$ cat config.mk
export PLATFORM = sky130hd
export DESIGN_NAME = score_tracker_flat
export DESIGN_NICKNAME = d
export VERILOG_FILES = /design/src/rtl/score_tracker_pkg.sv /design/src/rtl/score_tracker_if.sv /design/src/rtl/score_tracker_streak_counter.sv /design/src/rtl/score_tracker.sv /design/src/flat_wrapper.sv
export SDC_FILE = /design/constraint.sdc
export NUM_CORES = 1
export LEC_CHECK = 0
export CAP_MARGIN = 5
export CORE_MARGIN = 5
export CORE_UTILIZATION = 57
export CTS_BUF_LIST = sky130_fd_sc_hd__clkbuf_4
export CTS_CLUSTER_DIAMETER = 50
export DETAILED_ROUTE_END_ITERATION = 10
export PLACE_DENSITY = 0.86
export SYNTH_ARGS = -nofsm -noshare
export SYNTH_HDL_FRONTEND = slang
export SYNTH_SLANG_ARGS = --single-unit
$ cat constraint.sdc
create_clock -name clk -period 8.6 [get_ports clk]
set_input_delay 2.58 -clock clk [delete_from_list [all_inputs] [get_ports clk]]
set_output_delay 2.58 -clock clk [all_outputs]
set_load 0.05 [all_outputs]
$ cat src/rtl/score_tracker_pkg.sv
// score_tracker_pkg: shared definitions for the score tracker.
//   - state_e     : game FSM encoding (IDLE/PLAY/WON; 2'd3 recovers to IDLE)
//   - DEF_*       : default parameter values used by the interface and top
package score_tracker_pkg;

    typedef enum logic [1:0] {
        ST_IDLE = 2'd0,
        ST_PLAY = 2'd1,
        ST_WON  = 2'd2
    } state_e;

    localparam int unsigned DEF_WIDTH      = 4;
    localparam int unsigned DEF_MAX_SCORE  = 15;
    localparam int unsigned DEF_STREAK_LEN = 3;
    localparam int unsigned DEF_PENALTY    = 1;

endpackage

$ cat src/rtl/score_tracker_if.sv
// score_tracker_if: bundles the answer pulses and the score/status outputs.
//   master : answer comparator / bench side (drives start, is_equal, is_wrong)
//   slave  : score_tracker side (drives score, high_score, streak, playing,
//            won, new_high)
interface score_tracker_if
    import score_tracker_pkg::*;
#(
    parameter int unsigned WIDTH      = DEF_WIDTH,
    parameter int unsigned STREAK_LEN = DEF_STREAK_LEN
);
    localparam int unsigned SW = $clog2(STREAK_LEN);

    logic             start;
    logic             is_equal;
    logic             is_wrong;
    logic [WIDTH-1:0] score;
    logic [WIDTH-1:0] high_score;
    logic [SW-1:0]    streak;
    logic             playing;
    logic             won;
    logic             new_high;

    modport master (
        output start, is_equal, is_wrong,
        input  score, high_score, streak, playing, won, new_high
    );

    modport slave (
        input  start, is_equal, is_wrong,
        output score, high_score, streak, playing, won, new_high
    );

endinterface

$ cat src/rtl/score_tracker_streak_counter.sv
// streak_counter: counts consecutive correct answers modulo STREAK_LEN.
//   clk, rst_n : clock, asynchronous active-low reset
//   clr        : clear streak (game start/restart)
//   hit        : qualified correct answer
//   miss       : qualified wrong answer (clears streak)
//   streak     : current consecutive-correct count
//   bonus      : combinational, hit lands on the last slot of the streak
module streak_counter #(
    parameter int unsigned STREAK_LEN = 3
) (
    input  logic                          clk,
    input  logic                          rst_n,
    input  logic                          clr,
    input  logic                          hit,
    input  logic                          miss,
    output logic [$clog2(STREAK_LEN)-1:0] streak,
    output logic                          bonus
);
    localparam int unsigned SW = $clog2(STREAK_LEN);

    logic [SW-1:0] streak_q, streak_d;

    assign bonus = hit && (streak_q == SW'(STREAK_LEN - 1));

    always_comb begin
        streak_d = streak_q;
        if (clr || miss) begin
            streak_d = '0;
        end else if (hit) begin
            streak_d = bonus ? '0 : streak_q + SW'(1);
        end
    end

    always_ff @(posedge clk or negedge rst_n) begin
        if (!rst_n) begin
            streak_q <= '0;
        end else begin
            streak_q <= streak_d;
        end
    end

    assign streak = streak_q;

endmodule

$ cat src/rtl/score_tracker.sv
// score_tracker: game score engine with streak bonus, wrong-answer penalty,
// saturation at MAX_SCORE (entering WON) and a persistent high score.
//   clk, rst_n : clock, asynchronous active-low reset
//   bus        : score_tracker_if slave modport
//                in : start, is_equal, is_wrong (one-cycle pulses)
//                out: score, high_score, streak, playing, won, new_high
module score_tracker
    import score_tracker_pkg::*;
#(
    parameter int unsigned WIDTH      = DEF_WIDTH,
    parameter int unsigned MAX_SCORE  = DEF_MAX_SCORE,
    parameter int unsigned STREAK_LEN = DEF_STREAK_LEN,
    parameter int unsigned PENALTY    = DEF_PENALTY
) (
    input  logic            clk,
    input  logic            rst_n,
    score_tracker_if.slave  bus
);
    localparam logic [WIDTH:0] MAX_W = (WIDTH+1)'(MAX_SCORE);
    localparam logic [WIDTH:0] PEN_W = (WIDTH+1)'(PENALTY);

    state_e           state_q, state_d;
    logic [WIDTH-1:0] score_q, score_d;
    logic [WIDTH-1:0] high_q, high_d;
    logic             new_high_q, new_high_d;

    logic             in_play;
    logic             hit, miss, bonus;
    logic [WIDTH:0]   score_ext, incr, sum;

    // Answer qualification kept outside the main comb block so the streak
    // counter's bonus output does not feed back into its own inputs.
    // start wins over answers; a simultaneous correct+wrong counts as wrong.
    assign in_play = (state_q == ST_PLAY);
    assign hit     = in_play && !bus.start && bus.is_equal && !bus.is_wrong;
    assign miss    = in_play && !bus.start && bus.is_wrong;

    streak_counter #(
        .STREAK_LEN (STREAK_LEN)
    ) u_streak (
        .clk    (clk),
        .rst_n  (rst_n),
        .clr    (bus.start),
        .hit    (hit),
        .miss   (miss),
        .streak (bus.streak),
        .bonus  (bonus)
    );

    assign score_ext = {1'b0, score_q};
    assign incr      = bonus ? (WIDTH+1)'(2) : (WIDTH+1)'(1);
    assign sum       = score_ext + incr;

    always_comb begin
        state_d    = state_q;
        score_d    = score_q;
        high_d     = high_q;
        new_high_d = 1'b0;

        case (state_q)
            ST_IDLE: begin
                if (bus.start) begin
                    state_d = ST_PLAY;
                    score_d = '0;
                end
            end
            ST_PLAY: begin
                if (bus.start) begin
                    score_d = '0;
                end else if (miss) begin
                    score_d = (score_ext < PEN_W) ? '0 : WIDTH'(score_ext - PEN_W);
                end else if (hit) begin
                    score_d = (sum >= MAX_W) ? WIDTH'(MAX_SCORE) : sum[WIDTH-1:0];
                end
                if ({1'b0, score_d} >= MAX_W) begin
                    score_d = WIDTH'(MAX_SCORE);
                    state_d = ST_WON;
                end
            end
            ST_WON: begin
                if (bus.start) begin
                    state_d = ST_PLAY;
                    score_d = '0;
                end
            end
            default: begin
                state_d = ST_IDLE;
                score_d = '0;
            end
        endcase

        if (score_d > high_q) begin
            high_d     = score_d;
            new_high_d = 1'b1;
        end
    end

    always_ff @(posedge clk or negedge rst_n) begin
        if (!rst_n) begin
            state_q    <= ST_IDLE;
            score_q    <= '0;
            high_q     <= '0;
            new_high_q <= 1'b0;
        end else begin
            state_q    <= state_d;
            score_q    <= score_d;
            high_q     <= high_d;
            new_high_q <= new_high_d;
        end
    end

    assign bus.score      = score_q;
    assign bus.high_score = high_q;
    assign bus.new_high   = new_high_q;
    assign bus.playing    = (state_q == ST_PLAY);
    assign bus.won        = (state_q == ST_WON);

endmodule

$ cat src/flat_wrapper.sv
// flat-port wrapper written by rule: the top's interface ports become plain ports
module score_tracker_flat import score_tracker_pkg::*;
#(
    parameter int unsigned WIDTH      = DEF_WIDTH,
    parameter int unsigned MAX_SCORE  = DEF_MAX_SCORE,
    parameter int unsigned STREAK_LEN = DEF_STREAK_LEN,
    parameter int unsigned PENALTY    = DEF_PENALTY
)
  (clk, rst_n, bus_start, bus_is_equal, bus_is_wrong, bus_score, bus_high_score, bus_streak, bus_playing, bus_won, bus_new_high);
  score_tracker_if #(.WIDTH(WIDTH), .STREAK_LEN(STREAK_LEN)) bus_i ();
  input  logic clk;
  input  logic rst_n;
  input wire logic [$bits(bus_i.start)-1:0] bus_start;
  input wire logic [$bits(bus_i.is_equal)-1:0] bus_is_equal;
  input wire logic [$bits(bus_i.is_wrong)-1:0] bus_is_wrong;
  output wire logic [$bits(bus_i.score)-1:0] bus_score;
  output wire logic [$bits(bus_i.high_score)-1:0] bus_high_score;
  output wire logic [$bits(bus_i.streak)-1:0] bus_streak;
  output wire logic [$bits(bus_i.playing)-1:0] bus_playing;
  output wire logic [$bits(bus_i.won)-1:0] bus_won;
  output wire logic [$bits(bus_i.new_high)-1:0] bus_new_high;
  assign bus_i.start = bus_start;
  assign bus_i.is_equal = bus_is_equal;
  assign bus_i.is_wrong = bus_is_wrong;
  assign bus_score = bus_i.score;
  assign bus_high_score = bus_i.high_score;
  assign bus_streak = bus_i.streak;
  assign bus_playing = bus_i.playing;
  assign bus_won = bus_i.won;
  assign bus_new_high = bus_i.new_high;
  score_tracker #(.WIDTH(WIDTH), .MAX_SCORE(MAX_SCORE), .STREAK_LEN(STREAK_LEN), .PENALTY(PENALTY)) u_core (.clk(clk), .rst_n(rst_n), .bus(bus_i));
endmodule
==> results.ini <==
[pwr]
vdd_drop_max_mv=0.183
p_switching_mw=0.103
seqPwrFrac_pct=32.3
sw_frac_of_total_pct=41.4
p_int_mw=0.146
p_comb_share_pct=51.9
powerDensity_mw_per_mm2=220
power.total_mw=0.249
leakage_nw=0.516
pwr-share-clk_pct=15.8

[setup_path]
required_ns=8.76
worstSetupPathType=in -> reg
critPathSlowestCell=clkdlybuf4s50_1
critical_path.endpoint_type=flip-flop
cp-start-kind=input port
slowest_delay_ns=0.60
cp_data_arrival_time_ns=6.73
crit_path_max_fanout=10
crit_chain=clkdlybuf4s50_1 -> nor3b_4 -> and2_1 -> nand3b_1 -> ha_1 -> fa_1 -> a31oi_1 -> nand3_1 -> a31oi_1 -> a21oi_1 -> ha_1 -> nor2b_1 -> o21a_1 -> o21a_1 -> o21ai_1 -> mux2_2

[detailed_routing]
wl_met2_microns=966
wire_per_inst_microns=14.6
routed_wl_mm=1.96
drc=0
met1Wirelength_microns=876
antenna_left=0
wl_met3_microns=81
drt_pass1_iterations=4
vias=821
first_iter_violations=17
top_layer=met4
vias_per_cell=6.13

[placed_design]
hpwl_mm=1.52
globalplace.congestion=0.928
dpl_cell_area_sq_mm=0.00110
port_buffers=17
placed_cells=130

[yosys]
synth.area.top_cells=dfrtp_1 (34%), ha_1 (9.3%), a21oi_1 (5.3%), inv_1 (3.6%), mux2_2 (3.6%)
synth-warning-count=0
async_flop_share_pct=100
synth.cell_area_sq_um=945
ys_types=41
synth_top_cell_area_share_pct=34.4
synthTopCellsByCount=dfrtp_1 (13), a21oi_1 (10), inv_1 (9), ha_1 (7)
ys_seq_elements=13
synth.yosys.seq_area_share_pct=34.4
synth_top_area_cell=dfrtp_1
synth_fp_nets=115
yosysMostFrequentCell=dfrtp_1
syn_inst=102
synth_edf_count=0
synthFlopType=dfrtp_1
synth_area_per_cell_sq_um=9.26

[clocking]
cts_hold_buf=0
insertion_delay_ns=0.27
cts_made_buffers=3
cts_max_level=1
clock-sinks=13
tritoncts=done
clock_path_buffers=2
clock-root-buffer=clkbuf_4
cts_setup_buffers=0
cts_resized=0
clk_pin_slew_ns=0.07

[die]
core_area_sq_mm=0.00154
die_width_microns=50.7
initial_utilization_pct=61.3
ioPinCount=18
fp.dieH_microns=50.7
rows=14
dieArea_sq_mm=0.00257

[final_layout]
drive_above_1_share_pct=10.2
final_area_sq_mm=0.00113
fillers=121
nNetsFinal=132
insertedDiodeCount=0
area_growth_pct=20.0
multi_input_area_sq_um=554
seqCellArea_sq_um=325
stdcell_count=134

[run_status]
status=complete, no violations

[worst_hold_path]
hold_path_class=reg -> reg

[timing]
finalCritPeriodShare_pct=76.4
hold_violations=0
grt_setup_unrepaired=no
tightest_slew_ns=0.567
drv_slew=0
setup_viol=0
clock_skew_ns=0.00188
fmax_mhz=152
max_slew_margin_pct=62.1
fin_setup_tns_ns=0
min_period_ns=6.57

[grt]
grt_overflow=0
first_global_vias=837
grt_max_degree=14
antenna_found_initial=0
track_usage_pct=17.5
grt_pass1_wl_mm=3.54

[job]
maxCapViolations=0

## power groups by stage
stage	Clock (mW)	Sequential (mW)	Combinational [mW]
finish	0.0393	0.0806	0.129
global route	0.0463	0.0824	0.140
CTS	0.0418	0.0806	0.131
global placement	0	0.0813	0.126
detailed placement	0	0.0818	0.129
floorplan	0	0.117	0.0594
## state kept, by name (all words and copies together), names as in the netlist
name / cells
u_core.bus.new_high: 1
u_core.state_q: 2
u_core.bus.score: 4
u_core.u_streak.streak: 2
u_core.bus.high_score: 4
## kinds of logic after synthesis
logic type	after synthesis	synth area share, %
DFF	13	34.4
AOI/OAI and AO/OA	32	21.9
and+or+nand+nor	31	20.8
buffers and inverters	14	6.89
adders and majority gates	8	11.4
muxes	4	4.64
## per-layer routing
metal / global-route usage (%) / vias to the layer above
met1: 21.7 / 392
met5: 0 / -
met2: 28.5 / 23
met4: 8.94 / 0
li1: - / 403
met3: 3.55 / 3
## through the flow
step | setup WS, ns | hold WS (ns) | util (%)
floorplan | 2.68 | 0.577 | -
global placement | 1.83 | 0.519 | 71.6
detailed placement | 1.79 | 0.535 | 71.6
CTS | 2.05 | 0.555 | 73.5
global route | 1.78 | 0.589 | 73.5
finish | 2.03 | 0.551 | 73.5
## cell type report
class                      count  area share, %
clock buffer                   4           2.65
inverter                       9           2.98
multi-input combinational     75           48.9
sequential                    13           28.7
tap                           16           1.77
timing repair buffer          17           15.0
## critical path, delay by kind of cell
family / cells / cell delay, ns
AOI/OAI and AO/OA: 6 / 1.21
and+or+nand+nor: 5 / 0.95
adders and majority gates: 3 / 0.99
buffers and inverters: 1 / 0.60
muxes: 1 / 0.39
## cells in the final DEF (no fill, tap or decap), drive strengths merged, types with 5 or more instances in the layout
cell type | Yosys | routed
a21oi | 10 | 10
o21ai | 5 | 5
clkdlybuf4s50 | 0 | 17
nand2 | 5 | 5
nor2 | 5 | 5
inv | 9 | 9
ha | 7 | 7
nor2b | 5 | 5
dfrtp | 13 | 13
## worst paths after layout
check / startpoint / end / slack [ns] / cells past startpoint
max reg2reg: u_core.state_q[0]$_DFFE_PN0P_ / u_core.bus.high_score[1]$_DFFE_PN0N_ / 4.43 / 15
max: bus_start / u_core.bus.high_score[1]$_DFFE_PN0N_ / 2.03 / 16
max in group asynchronous: rst_n / u_core.u_streak.streak[0]$_DFFE_PN0P_ / 5.56 / 1
min in group asynchronous: rst_n / u_core.bus.score[2]$_DFF_PN0_ / 2.67 / 1
min: u_core.bus.high_score[2]$_DFFE_PN0N_ / u_core.bus.high_score[2]$_DFFE_PN0N_ / 0.55 / 1
min reg2reg: u_core.bus.high_score[2]$_DFFE_PN0N_ / u_core.bus.high_score[2]$_DFFE_PN0N_ / 0.55 / 1
(Power assumes the default switching activity.)
